==> config.mk <==
export PLATFORM = sky130hd
export DESIGN_NAME = inst_mem_loader_flat
export DESIGN_NICKNAME = d
export VERILOG_FILES = /design/src/rtl/inst_mem_loader_pkg.sv /design/src/rtl/inst_mem_loader_if.sv /design/src/rtl/inst_mem_loader_byte_packer.sv /design/src/rtl/inst_mem_loader.sv /design/src/flat_wrapper.sv
export SDC_FILE = /design/constraint.sdc
export NUM_CORES = 1
export LEC_CHECK = 0
export BUFFER_PORTS_ARGS = -buffer_cell sky130_fd_sc_hd__buf_4
export CORE_MARGIN = 2
export CORE_UTILIZATION = 43
export CTS_BUF_LIST = sky130_fd_sc_hd__clkbuf_4 sky130_fd_sc_hd__clkbuf_8 sky130_fd_sc_hd__clkbuf_16
export DETAILED_ROUTE_END_ITERATION = 10
export RECOVER_POWER = 50
export SKIP_CTS_REPAIR_TIMING = 1
export SLEW_MARGIN = 5
export SYNTH_ARGS = -nofsm -noshare
export SYNTH_HDL_FRONTEND = slang
export SYNTH_SLANG_ARGS = --single-unit
export TNS_END_PERCENT = 50
==> constraint.sdc <==
create_clock -name clk -period 3.5 [get_ports clk]
set_input_delay 0.175 -clock clk [delete_from_list [all_inputs] [get_ports clk]]
set_output_delay 0.175 -clock clk [all_outputs]
set_load 0.05 [all_outputs]
==> src/rtl/inst_mem_loader_pkg.sv <==
// Shared types and constants for the instruction-memory boot loader.
package inst_mem_loader_pkg;

  typedef enum logic [1:0] {
    StIdle,
    StLoad,
    StWrite,
    StDone
  } state_e;

  localparam int unsigned BYTES_PER_WORD = 4;

endpackage

==> src/rtl/inst_mem_loader_if.sv <==
// Byte-stream input and instruction-memory word-write port of the boot loader.
interface inst_mem_loader_if #(
  parameter int unsigned ADDR_W = 32
) ();

  logic              in_valid;
  logic [7:0]        in_data;
  logic              in_ready;
  logic              wr_en;
  logic [ADDR_W-1:0] wr_addr;
  logic [31:0]       wr_data;

  // Master is the host/memory side; slave is the loader.
  modport master (
    output in_valid,
    output in_data,
    input  in_ready,
    input  wr_en,
    input  wr_addr,
    input  wr_data
  );

  modport slave (
    input  in_valid,
    input  in_data,
    output in_ready,
    output wr_en,
    output wr_addr,
    output wr_data
  );

endinterface

==> src/rtl/inst_mem_loader_byte_packer.sv <==
// Packs accepted bytes big-endian into 32-bit words; first byte lands in [31:24].
module inst_mem_loader_byte_packer
  import inst_mem_loader_pkg::*;
(
  input  logic        clk,
  input  logic        rst,
  input  logic        clear_i,
  input  logic        accept_i,
  input  logic [7:0]  byte_i,
  output logic [31:0] word_o,
  output logic        word_complete_o
);

  localparam int unsigned IdxW = $clog2(BYTES_PER_WORD);

  logic [23:0]     shift_q, shift_d;
  logic [IdxW-1:0] idx_q, idx_d;

  always_comb begin
    shift_d = shift_q;
    idx_d   = idx_q;
    if (clear_i) begin
      shift_d = '0;
      idx_d   = '0;
    end else if (accept_i) begin
      shift_d = {shift_q[15:0], byte_i};
      idx_d   = idx_q + IdxW'(1);
    end
  end

  // The word is presented in the same cycle its last byte is accepted.
  assign word_o          = {shift_q, byte_i};
  assign word_complete_o = accept_i && (idx_q == IdxW'(BYTES_PER_WORD - 1));

  always_ff @(posedge clk) begin
    if (rst) begin
      shift_q <= '0;
      idx_q   <= '0;
    end else begin
      shift_q <= shift_d;
      idx_q   <= idx_d;
    end
  end

endmodule

==> src/rtl/inst_mem_loader.sv <==
// Boot loader: packs a byte stream into words and writes them from a base address.
module inst_mem_loader
  import inst_mem_loader_pkg::*;
#(
  parameter int unsigned ADDR_W = 32,
  parameter int unsigned LEN_W  = 16
) (
  input  logic              clk,
  input  logic              rst,
  input  logic              start_i,
  input  logic [ADDR_W-1:0] base_addr_i,
  input  logic [LEN_W-1:0]  word_len_i,
  inst_mem_loader_if.slave  bus,
  output logic              busy_o,
  output logic              done_o,
  output logic [31:0]       checksum_o
);

  state_e            state_q, state_d;
  logic [LEN_W-1:0]  len_q, len_d;
  logic [LEN_W-1:0]  word_idx_q, word_idx_d;
  logic [ADDR_W-1:0] addr_q, addr_d;
  logic [ADDR_W-1:0] wr_addr_q, wr_addr_d;
  logic [31:0]       wr_data_q, wr_data_d;
  logic [31:0]       checksum_q, checksum_d;

  logic        start_acc;
  logic        byte_acc;
  logic [31:0] packed_word;
  logic        word_complete;

  assign start_acc = (state_q == StIdle) && start_i;
  assign byte_acc  = (state_q == StLoad) && bus.in_valid;

  inst_mem_loader_byte_packer u_packer (
    .clk             (clk),
    .rst             (rst),
    .clear_i         (start_acc),
    .accept_i        (byte_acc),
    .byte_i          (bus.in_data),
    .word_o          (packed_word),
    .word_complete_o (word_complete)
  );

  always_comb begin
    state_d    = state_q;
    len_d      = len_q;
    word_idx_d = word_idx_q;
    addr_d     = addr_q;
    wr_addr_d  = wr_addr_q;
    wr_data_d  = wr_data_q;
    checksum_d = checksum_q;
    unique case (state_q)
      StIdle: begin
        if (start_i) begin
          len_d      = word_len_i;
          addr_d     = base_addr_i;
          word_idx_d = '0;
          checksum_d = '0;
          state_d    = (word_len_i == '0) ? StDone : StLoad;
        end
      end
      StLoad: begin
        if (word_complete) begin
          wr_addr_d = addr_q;
          wr_data_d = packed_word;
          state_d   = StWrite;
        end
      end
      StWrite: begin
        checksum_d = checksum_q ^ wr_data_q;
        // Address arithmetic wraps naturally at 2^ADDR_W.
        addr_d     = addr_q + ADDR_W'(BYTES_PER_WORD);
        word_idx_d = word_idx_q + LEN_W'(1);
        state_d    = (word_idx_d == len_q) ? StDone : StLoad;
      end
      StDone: begin
        state_d = StIdle;
      end
      default: begin
        state_d = StIdle;
      end
    endcase
  end

  assign bus.in_ready = (state_q == StLoad);
  assign bus.wr_en    = (state_q == StWrite);
  assign bus.wr_addr  = wr_addr_q;
  assign bus.wr_data  = wr_data_q;
  assign busy_o       = (state_q != StIdle);
  assign done_o       = (state_q == StDone);
  assign checksum_o   = checksum_q;

  always_ff @(posedge clk) begin
    if (rst) begin
      state_q    <= StIdle;
      len_q      <= '0;
      word_idx_q <= '0;
      addr_q     <= '0;
      wr_addr_q  <= '0;
      wr_data_q  <= '0;
      checksum_q <= '0;
    end else begin
      state_q    <= state_d;
      len_q      <= len_d;
      word_idx_q <= word_idx_d;
      addr_q     <= addr_d;
      wr_addr_q  <= wr_addr_d;
      wr_data_q  <= wr_data_d;
      checksum_q <= checksum_d;
    end
  end

endmodule

==> src/flat_wrapper.sv <==
// flat-port wrapper written by rule: the top's interface ports become plain ports
module inst_mem_loader_flat import inst_mem_loader_pkg::*;
#(
  parameter int unsigned ADDR_W = 32,
  parameter int unsigned LEN_W  = 16
)
  (clk, rst, start_i, base_addr_i, word_len_i, busy_o, done_o, checksum_o, bus_in_valid, bus_in_data, bus_in_ready, bus_wr_en, bus_wr_addr, bus_wr_data);
  inst_mem_loader_if #(.ADDR_W(ADDR_W)) bus_i ();
  input  logic clk;
  input  logic rst;
  input  logic start_i;
  input  logic [ADDR_W-1:0] base_addr_i;
  input  logic [LEN_W-1:0] word_len_i;
  output logic busy_o;
  output logic done_o;
  output logic [31:0] checksum_o;
  input wire logic [$bits(bus_i.in_valid)-1:0] bus_in_valid;
  input wire logic [$bits(bus_i.in_data)-1:0] bus_in_data;
  output wire logic [$bits(bus_i.in_ready)-1:0] bus_in_ready;
  output wire logic [$bits(bus_i.wr_en)-1:0] bus_wr_en;
  output wire logic [$bits(bus_i.wr_addr)-1:0] bus_wr_addr;
  output wire logic [$bits(bus_i.wr_data)-1:0] bus_wr_data;
  assign bus_i.in_valid = bus_in_valid;
  assign bus_i.in_data = bus_in_data;
  assign bus_in_ready = bus_i.in_ready;
  assign bus_wr_en = bus_i.wr_en;
  assign bus_wr_addr = bus_i.wr_addr;
  assign bus_wr_data = bus_i.wr_data;
  inst_mem_loader #(.ADDR_W(ADDR_W), .LEN_W(LEN_W)) u_core (.clk(clk), .rst(rst), .start_i(start_i), .base_addr_i(base_addr_i), .word_len_i(word_len_i), .bus(bus_i), .busy_o(busy_o), .done_o(done_o), .checksum_o(checksum_o));
endmodule
==> results of run 1 <==
## placed cells by master (no fill, tap or decap), drive strengths merged, types with 3 or more instances in the layout
| cell | synthesis | layout |
|---|---|---|
| o21ai | 22 | 22 |
| nor2b | 3 | 3 |
| and4 | 7 | 7 |
| a31oi | 3 | 3 |
| and2 | 6 | 6 |
| nor3 | 18 | 18 |
| nor4 | 12 | 12 |
| nand4 | 6 | 6 |
| o211ai | 8 | 8 |
| inv | 5 | 13 |
| xor2 | 40 | 40 |
| nor3b | 4 | 4 |
| dlygate4sd3 | 0 | 14 |
| dfxtp | 188 | 188 |
| nand2 | 273 | 273 |
| nor2 | 77 | 77 |
| and3 | 15 | 15 |
| ha | 3 | 3 |
| a21oi | 150 | 150 |
| or3 | 6 | 6 |
| a211oi | 3 | 3 |
| xnor2 | 20 | 20 |
| nand3 | 25 | 25 |
| buf | 12 | 70 |
| or2 | 4 | 4 |
| clkbuf | 55 | 118 |
| clkinv | 0 | 4 |
| a22oi | 8 | 8 |
## report_power, final
group          leakage [nW]  total, mW  switching, mW  internal (mW)
clock                 0.290       1.97          0.942           1.02
combinational          1.53      0.346          0.209          0.137
sequential             1.52       2.24         0.0572           2.18
total                  3.35       4.55           1.21           3.35
## state kept, by name, summed over array words and instances, names as in the netlist
name,cells
u_core.checksum_o,32
u_core.state_q,2
u_core.u_packer.shift_q,24
u_core.addr_q,32
u_core.u_packer.idx_q,2
u_core.bus.wr_data,32
u_core.bus.wr_addr,32
u_core.word_idx_q,16
u_core.len_q,16
## cell type report
cell class / instances / area, µm² / share of cell area (%)
flip-flops and latches: 188 / 3764 / 39.44
clock inverters: 15 / 173.9 / 1.822
multi-input cells: 742 / 3830 / 40.13
well taps: 229 / 286.5 / 3.002
inverters: 5 / 18.77 / 0.1967
clock buffers: 17 / 425.4 / 4.458
repair buffers: 185 / 1045 / 10.95
## synthesized netlist by cell type (all sizes together) (12+ instances only)
master  count
a21oi     150
nand3      25
buf        12
xor2       40
o21ai      22
nor3       18
clkbuf     55
and3       15
nor4       12
nand2     273
xnor2      20
dfxtp     188
nor2       77
## stage by stage
step	instance area, µm²	instances	hold WS [ns]	util (%)	worst slack [ns]
global placement	9188	1335	0.4155	50.97	1.251
finish	9543	1381	-0.01173	52.94	0.7864
global route	9543	1381	0.002358	52.94	0.5585
detailed placement	9188	1335	0.4262	50.97	1.200
CTS	9787	1367	-0.02769	54.30	1.189
floorplan	7924	1003	0.3083	-	1.106
## cells by family after synthesis
family	Yosys count
multiplexers	3
AND/OR/NAND/NOR	460
buffers and inverters	73
AO/OA/AOI/OAI	216
flip-flops	188
XOR/XNOR	60
adder cells (fa/ha/maj)	3
## metal layers
layer  up-vias  wire length (µm)
li1       3659                 -
met1      3304             10590
met2       154              9217
met3        10               881
met4         0               131
met5         -                 0
## critical path: stages (launching register included)
cell      delay [ns]
dfxtp_1         0.44
nand2b_1        0.16
clkbuf_1        0.62
inv_2           0.19
nor2_1          0.79
o21ai_0         0.21
a31oi_1         0.21
## worst min path at each step
| stage | to | slack (ns) | depth (start not counted) |
|---|---|---|---|
| finish | u_core.len_q[6] | -0.01 | 3 |
| detailed placement | u_core.addr_q[13] | 0.43 | 3 |
| floorplan | u_core.addr_q[0] | 0.31 | 2 |
| global placement | u_core.addr_q[13] | 0.42 | 3 |
| global route | u_core.len_q[6] | 0.002 | 3 |
| CTS | u_core.addr_q[13] | -0.03 | 3 |
==> impl_metrics.py, run 1 <==
metrics = {
    "run_status": {
        "violations": "hold timing",
        "status": "complete, but fails checks",
    },
    "timing": {
        "slew_headroom_pct": 34.28,
        "setup_viol": 0,
        "finalSetupTns_ns": 0,
        "period_share_pct": 77.53,
        "max_freq_ghz": 0.3685,
        "timing.hold.ws_ns": -0.01173,
        "timing.final.max_slew_violations": 0,
        "min_period_ns": 2.714,
        "finalHoldViolations": 5,
        "tightest_slew_ns": 0.9859,
        "rsz0062_at_grt": "false",
        "finalClockSkew_ns": 0.01386,
    },
    "worst_setup_path": {
        "crit_type": "reg2reg",
        "critPathArrivalTime_ns": 3.05,
        "crit_path_start_kind": "flip-flop",
        "crit_fanout": 16,
        "crit_end": "u_core.addr_q[31]",
        "r2r_slack_ns": 0.79,
        "r2r_start": "u_core.state_q[0]",
        "required_ns": 3.84,
        "rr_endpoint": "u_core.addr_q[31]",
        "worstSetupEndpointType": "flip-flop",
        "crit_start": "u_core.state_q[0]",
        "rr_worst_depth": 6,
    },
    "cts": {
        "worstSkewPairLatency_ns": 0.44,
        "numCtsBuffers": 17,
        "h-tree-depth": 4,
        "clock-sinks": 188,
        "clockRootBuffer": "clkbuf_16",
        "cts_tree": "built",
        "clk_pin_slew_ns": 0.08,
        "clock_path_buffers": 2,
    },
    "grt": {
        "grt_util_met3_pct": 3.579,
        "grt_max_degree": 92,
        "grt_pass1_wl_um": 33390,
        "grt_pass1_vias": 6433,
        "track_usage_pct": 20.83,
        "antenna_found_initial": 0,
        "grt_busiest_layer": "met2",
        "met2_usage_pct": 31.76,
        "met1_usage_pct": 30.64,
        "grt_overflow": 0,
    },
    "yosys": {
        "synth_top_family_by_area": "simple AND/OR/NAND/NOR gates",
        "synth_nets": 1066,
        "synth_seq_area_share_pct": 47.50,
        "ys_types": 55,
        "synth_top_area_share_pct": 47.50,
        "post_synth_inst_count": 1003,
        "ys.flop_type": "dfxtp_1",
        "postSynthAreaPerCell_um2": 7.900,
        "synth-compound-area-share_pct": 15.30,
        "syn-cell-area_mm2": 0.007924,
        "synthAdderAreaFrac_pct": 0.4737,
        "synth-xor-area-share_pct": 6.632,
        "synth.mux.area_fraction_pct": 0.3948,
        "postSynthRegisterBits": 188,
        "synth-async-reset-ratio_pct": 0,
        "yosysTopAreaCell": "dfxtp_1",
        "synth_edf_count": 0,
        "yosysWarningCount": 0,
        "synth_area_leaders": "dfxtp_1 47%, nand2_1 13%, a21oi_1 9.5%",
        "yosys.area_share.simple_pct": 25.49,
    },
    "pwr": {
        "irDropWorstVdd_v": 0.0004890,
        "leakage_nw": 3.345,
        "power_density_mw_per_mm2": 477.2,
        "power.total_mw": 4.554,
    },
    "hold_path": {
        "hold_class": "in2reg",
        "hold_path_startpoint": "word_len_i[6]",
    },
    "final_layout": {
        "final_nets": 1202,
        "area_delta_synth_final_pct": 20.43,
        "antennaDiodeCount": 0,
        "fillers": 1870,
        "drive_gt1_share_pct": 10.16,
    },
    "route": {
        "ant_nets": 0,
        "drc": 0,
        "totalWireLength_um": 20820,
        "wire_per_inst_um": 15.07,
        "first_iter_violations": 502,
        "dr.pass1.iters": 6,
        "num_vias": 7127,
        "vias_per_cell": 5.161,
    },
    "placement": {
        "portBuffers": 159,
        "gp_congestion": 0.8213,
        "dp_hpwl_um": 14050,
    },
    "run": {
        "cap_violations": 0,
    },
    "die": {
        "coreArea_mm2": 0.01802,
        "initial_core_util_pct": 43.96,
        "fp.dieArea_mm2": 0.01953,
        "fp.dieH_um": 139.8,
        "rows": 49,
        "dieWidth_um": 139.8,
        "ios": 160,
    },
}
Note: power is estimated with default switching activity, not from simulation.
==> run 2, diff against run 1 <==
- ABC_AREA: default -> 1
- clock period: 3.5 -> 2.6 ns (I/O delays scaled with it)
==> run 2 against run 1 <==
Compared with the run above:
- the flow still finishes with violations (hold timing)
- die area grew 4.5%
- total power grew 49%
- clock skew shrank 0.0025 ns
- core utilization grew 0.76 points
- area after synthesis grew 4.6%
- sequential share of layout area shrank 2.2 points
- cell count grew 14%
- synthesized cell count grew 15%
- critical endpoint unchanged
- highest routed layer unchanged
==> impl_metrics.py, run 2 <==
metrics = {
    "grt": {
        "grt_max_degree": 58,
        "grt_pass1_wl_um": 36710,
        "track_usage_pct": 22.69,
        "grt_pass1_vias": 7014,
        "grt_overflow": 0,
        "antenna_found_initial": 0,
    },
    "timing": {
        "max_freq_ghz": 0.4496,
        "timing.final.max_slew_violations": 0,
        "tightest_slew_ns": 0.8083,
        "slew_headroom_pct": 46.11,
        "setup_viol": 0,
        "finalClockSkew_ns": 0.01135,
        "timing.hold.ws_ns": -0.005210,
        "min_period_ns": 2.224,
        "finalHoldViolations": 4,
        "rsz0062_at_grt": "false",
        "finalSetupTns_ns": 0,
        "period_share_pct": 85.55,
    },
    "route": {
        "drc": 0,
        "wire_per_inst_um": 14.72,
        "dr.pass1.iters": 7,
        "totalWireLength_um": 23260,
        "ant_nets": 0,
        "first_iter_violations": 520,
        "vias_per_cell": 4.968,
        "num_vias": 7849,
    },
    "yosys": {
        "yosysTopAreaCell": "dfxtp_1",
        "synth_top_area_share_pct": 45.41,
        "synth_seq_area_share_pct": 45.41,
        "synth-async-reset-ratio_pct": 0,
        "yosysWarningCount": 0,
        "synth_most_common_cell": "nand2_1",
        "ys.flop_type": "dfxtp_1",
        "synth_area_leaders": "dfxtp_1 45%, nand2_1 12%, a21oi_1 8.2%",
        "postSynthRegisterBits": 188,
        "post_synth_inst_count": 1153,
        "syn-cell-area_mm2": 0.008288,
        "synth_edf_count": 0,
        "ys_top_cells_by_count": "271 x nand2_1, 188 x dfxtp_1, 136 x a21oi_1",
        "synth_nets": 1216,
        "postSynthAreaPerCell_um2": 7.188,
        "ys_types": 39,
    },
    "cts": {
        "clock-sinks": 188,
        "clockRootBuffer": "clkbuf_16",
        "worstSkewPairLatency_ns": 0.44,
        "clock_path_buffers": 2,
        "numCtsBuffers": 17,
        "h-tree-depth": 4,
        "cts_tree": "built",
        "clk_pin_slew_ns": 0.08,
    },
    "die": {
        "dieWidth_um": 142.8,
        "fp.dieH_um": 142.8,
        "ios": 160,
        "coreArea_mm2": 0.01883,
        "fp.dieArea_mm2": 0.02040,
        "rows": 50,
        "initial_core_util_pct": 44.01,
    },
    "worst_setup_path": {
        "crit_family": "simple AND/OR/NAND/NOR gates",
        "crit_type": "reg2reg",
        "cp_slowest_cell": "nor2_1",
        "crit_fanout": 8,
        "worstSetupEndpointType": "flip-flop",
        "crit_start": "u_core.state_q[1]",
        "crit_path_start_kind": "flip-flop",
        "critPathMaxStageDelay_ns": 0.49,
        "r2r_start": "u_core.state_q[1]",
        "r2r_slack_ns": 0.38,
        "path_buf_inv": 3,
        "required_ns": 2.97,
        "cp_cell_sequence": "nor2_1, inv_1, nor2_1, nor2_4, nor2_1, buf_4, inv_2, o21ai_0, a21oi_1, nor2_1",
        "critPathArrivalTime_ns": 2.59,
        "crit_top_cell": "nor2_1",
    },
    "final_layout": {
        "area_delta_synth_final_pct": 22.01,
        "drive_gt1_share_pct": 9.773,
        "mostFrequentLayoutCells": "271 x nand2_1, 188 x dfxtp_1, 136 x a21oi_1, 124 x nor2_1, 105 x inv_1",
        "seq_area_mm2": 0.003764,
        "final_util_pct": 53.70,
        "final_nets": 1370,
        "multi_input_area_mm2": 0.003839,
        "fillers": 1918,
        "antennaDiodeCount": 0,
        "final_common_cell": "nand2_1",
    },
    "placement": {
        "gp_congestion": 0.8841,
        "dp_hpwl_um": 16170,
        "portBuffers": 159,
    },
    "run": {
        "cap_violations": 0,
    },
    "run_status": {
        "status": "complete, but fails checks",
        "violations": "hold timing",
    },
    "pwr": {
        "leakage_nw": 3.748,
        "power.total_mw": 6.775,
        "power_density_mw_per_mm2": 670.0,
        "irDropWorstVdd_v": 0.0004590,
    },
    "hold_path": {
        "hold_class": "in2reg",
        "hold_path_startpoint": "bus_in_data[5]",
    },
}
## run 2: metal layers
| layer | vias to the layer above | track usage, % | part of all wire, % |
|---|---|---|---|
| met5 | - | 0 | 0 |
| met4 | 0 | 5.524 | 1.3 |
| met3 | 20 | 5.600 | 6.5 |
| met2 | 224 | 35.86 | 45 |
| met1 | 3576 | 31.27 | 47 |
| li1 | 4029 | - | - |
## run 2: worst paths after layout
check | cells past startpoint | to
max | 10 | u_core.addr_q[31]
min | 3 | u_core.u_packer.shift_q[5]
max reg2reg | 10 | u_core.addr_q[31]
min reg2reg | 2 | u_core.len_q[9]
## run 2: cell families (layout without fill, tap and decap cells)
family	after synthesis	in the layout	synth area share [%]
buffers and inverters	169	336	8.122
adder cells (fa/ha/maj)	3	3	0.4529
AND/OR/NAND/NOR	507	507	25.98
AO/OA/AOI/OAI	248	248	15.67
flip-flops	188	188	45.41
XOR/XNOR	38	38	4.363
## run 2: power by group
group	total, mW	switching (mW)	leakage (nW)	internal (mW)
clock network	2.69	1.29	0.297	1.40
registers	3.13	0.121	1.52	3.01
logic	0.947	0.622	1.93	0.325
## run 2: area by class of cell
type	count	share of cell area [%]
clock inverters	14	1.708
flip-flops and latches	188	37.22
repair buffers	192	11.46
clock buffers	18	4.281
multi-input cells	796	37.96
well taps	260	3.217
inverters	112	4.157
## run 2: worst reg2reg max path: stages, from the launching register on
cell,delay [ns]
dfxtp_1,0.37
nor2_1,0.15
inv_1,0.10
nor2_1,0.21
nor2_4,0.06
nor2_1,0.49
buf_4,0.28
inv_2,0.12
o21ai_0,0.22
a21oi_1,0.07
nor2_1,0.09
## run 2: per-stage QoR
stage	std cells	setup slack, ns	area (µm²)	hold WS, ns
3_3_place_gp	1531	0.6369	9727	0.3575
2_1_floorplan	1153	0.8293	8288	0.2649
4_1_cts	1563	0.5981	10330	-0.08132
3_5_place_dp	1531	0.6295	9727	0.3628
6_report	1580	0.3757	10110	-0.005210
5_1_grt	1580	0.2107	10110	0.001673
==> run 3, diff against run 2 <==
- HOLD_SLACK_MARGIN: default -> 0.02
==> run 3 against run 2 <==
Compared with the run above:
- the run now ends clean
- fmax increased by 0.27%
- clock skew about the same
- core utilization increased by 0.37 points
- cell area increased by 0.69%
- via count increased by 0.73%
- cell count increased by 0.44%
- die area unchanged
- clock power about the same
==> impl_metrics.py, run 3 (synthesis results as in run 2) <==
metrics = {
    "route": {
        "totalWireLength_um": 23280,
        "drc": 0,
        "vias_per_cell": 4.982,
        "first_iter_violations": 526,
        "num_vias": 7906,
        "wire_per_inst_um": 14.67,
        "ant_nets": 0,
        "dr.pass1.iters": 7,
    },
    "timing": {
        "min_period_ns": 2.218,
        "period_share_pct": 85.32,
        "finalHoldViolations": 0,
        "timing.final.max_slew_violations": 0,
        "tightest_slew_ns": 0.7986,
        "setup_slack_ns": 0.3818,
        "finalSetupTns_ns": 0,
        "timing.hold.ws_ns": 0.003481,
        "finalClockSkew_ns": 0.01089,
        "setup_viol": 0,
        "max_freq_ghz": 0.4508,
        "rsz0062_at_grt": "false",
        "slew_headroom_pct": 46.76,
    },
    "pwr": {
        "power.total_mw": 6.786,
        "leakage_nw": 3.778,
        "p_comb_share_pct": 14.1,
        "irDropWorstVdd_v": 0.0004597,
        "power_density_mw_per_mm2": 666.5,
        "intPower_mw": 4.745,
        "swShare_pct": 30.08,
        "p_sw_mw": 2.041,
        "pwr-share-seq_pct": 46.2,
        "clkPwrFrac_pct": 39.7,
    },
    "worst_setup_path": {
        "critPathArrivalTime_ns": 2.59,
        "worstSetupEndpointType": "flip-flop",
        "crit_fanout": 8,
        "crit_path_start_kind": "flip-flop",
        "crit_type": "reg2reg",
        "required_ns": 2.97,
    },
    "final_layout": {
        "drive_gt1_share_pct": 9.721,
        "final_common_cell": "nand2_1",
        "final_nets": 1377,
        "antennaDiodeCount": 0,
        "final_util_pct": 54.07,
        "area_delta_synth_final_pct": 22.86,
        "mostFrequentLayoutCells": "271 x nand2_1, 188 x dfxtp_1, 136 x a21oi_1, 124 x nor2_1, 105 x inv_1",
        "fin_area_mm2": 0.01018,
        "fin_cells": 1587,
    },
    "cts": {
        "clockRootBuffer": "clkbuf_16",
        "worstSkewPairLatency_ns": 0.44,
        "h-tree-depth": 4,
        "clock-sinks": 188,
        "clock_path_buffers": 2,
        "clk_pin_slew_ns": 0.08,
        "cts_tree": "built",
        "numCtsBuffers": 17,
    },
    "placement": {
        "post-place-ws_ns": 0.6295,
        "placedCellCount": 1531,
        "portBuffers": 159,
        "gp_congestion": 0.8841,
        "dp_hpwl_um": 16170,
        "placed_area_mm2": 0.009727,
    },
    "die": {
        "initial_core_util_pct": 44.01,
        "rows": 50,
        "fp.dieArea_mm2": 0.02040,
        "ios": 160,
        "coreArea_mm2": 0.01883,
        "dieWidth_um": 142.8,
        "fp.dieH_um": 142.8,
    },
    "grt": {
        "track_usage_pct": 22.69,
        "grt_max_degree": 58,
        "grt_pass1_wl_um": 36710,
        "grt_pass1_vias": 7014,
        "grt_overflow": 0,
        "antenna_found_initial": 0,
    },
    "run_status": {
        "status": "completed",
    },
    "hold_path": {
        "hold_class": "in2reg",
    },
    "run": {
        "cap_violations": 0,
    },
}
run 3: changes by cell type in the layout (fill, tap and decap cells not counted):
cell / before / now
dlygate4sd3_1: 17 / 24
run 3: final cells by class:
class / instances / area [µm²]
clock buffer: 18 / 432.9
clock inverter: 14 / 172.7
fill: 1912 / 8648
inverter: 112 / 420.4
multi-input combinational: 796 / 3839
sequential: 188 / 3764
tap: 260 / 325.3
timing repair buffer: 199 / 1229
run 3: power by group through the flow:
stage	logic [mW]	registers (mW)	clock network [mW]
floorplan	0.648	3.16	0
global placement	0.949	3.20	0
detailed placement	0.948	3.20	0
CTS	0.951	3.13	2.73
global route	1.07	3.15	2.85
finish	0.956	3.13	2.70
run 3: worst paths after layout:
path / depth (start not counted) / from / slack [ns] / end
max: 10 / u_core.state_q[1] / 0.38 / u_core.addr_q[31]
min: 3 / word_len_i[11] / 0.003 / u_core.len_q[11]
max reg2reg: 10 / u_core.state_q[1] / 0.38 / u_core.addr_q[31]
min reg2reg: 2 / u_core.len_q[9] / 0.46 / u_core.len_q[9]
run 3: routing by layer:
| layer | up-vias | global-route usage [%] | share of wire (%) |
|---|---|---|---|
| met3 | 24 | 5.600 | 6.0 |
| met4 | 0 | 5.524 | 1.5 |
| met5 | - | 0 | 0 |
| met2 | 226 | 35.86 | 45 |
| li1 | 4042 | - | - |
| met1 | 3614 | 31.27 | 47 |
run 3: worst max-delay path, stage by stage, from the launching register on:
cell and delay (ns):
dfxtp_1 0.37, nor2_1 0.15, inv_1 0.10, nor2_1 0.22, nor2_4 0.06, nor2_1 0.50, buf_4 0.29, inv_2 0.11
o21ai_0 0.20, a21oi_1 0.07, nor2_1 0.09
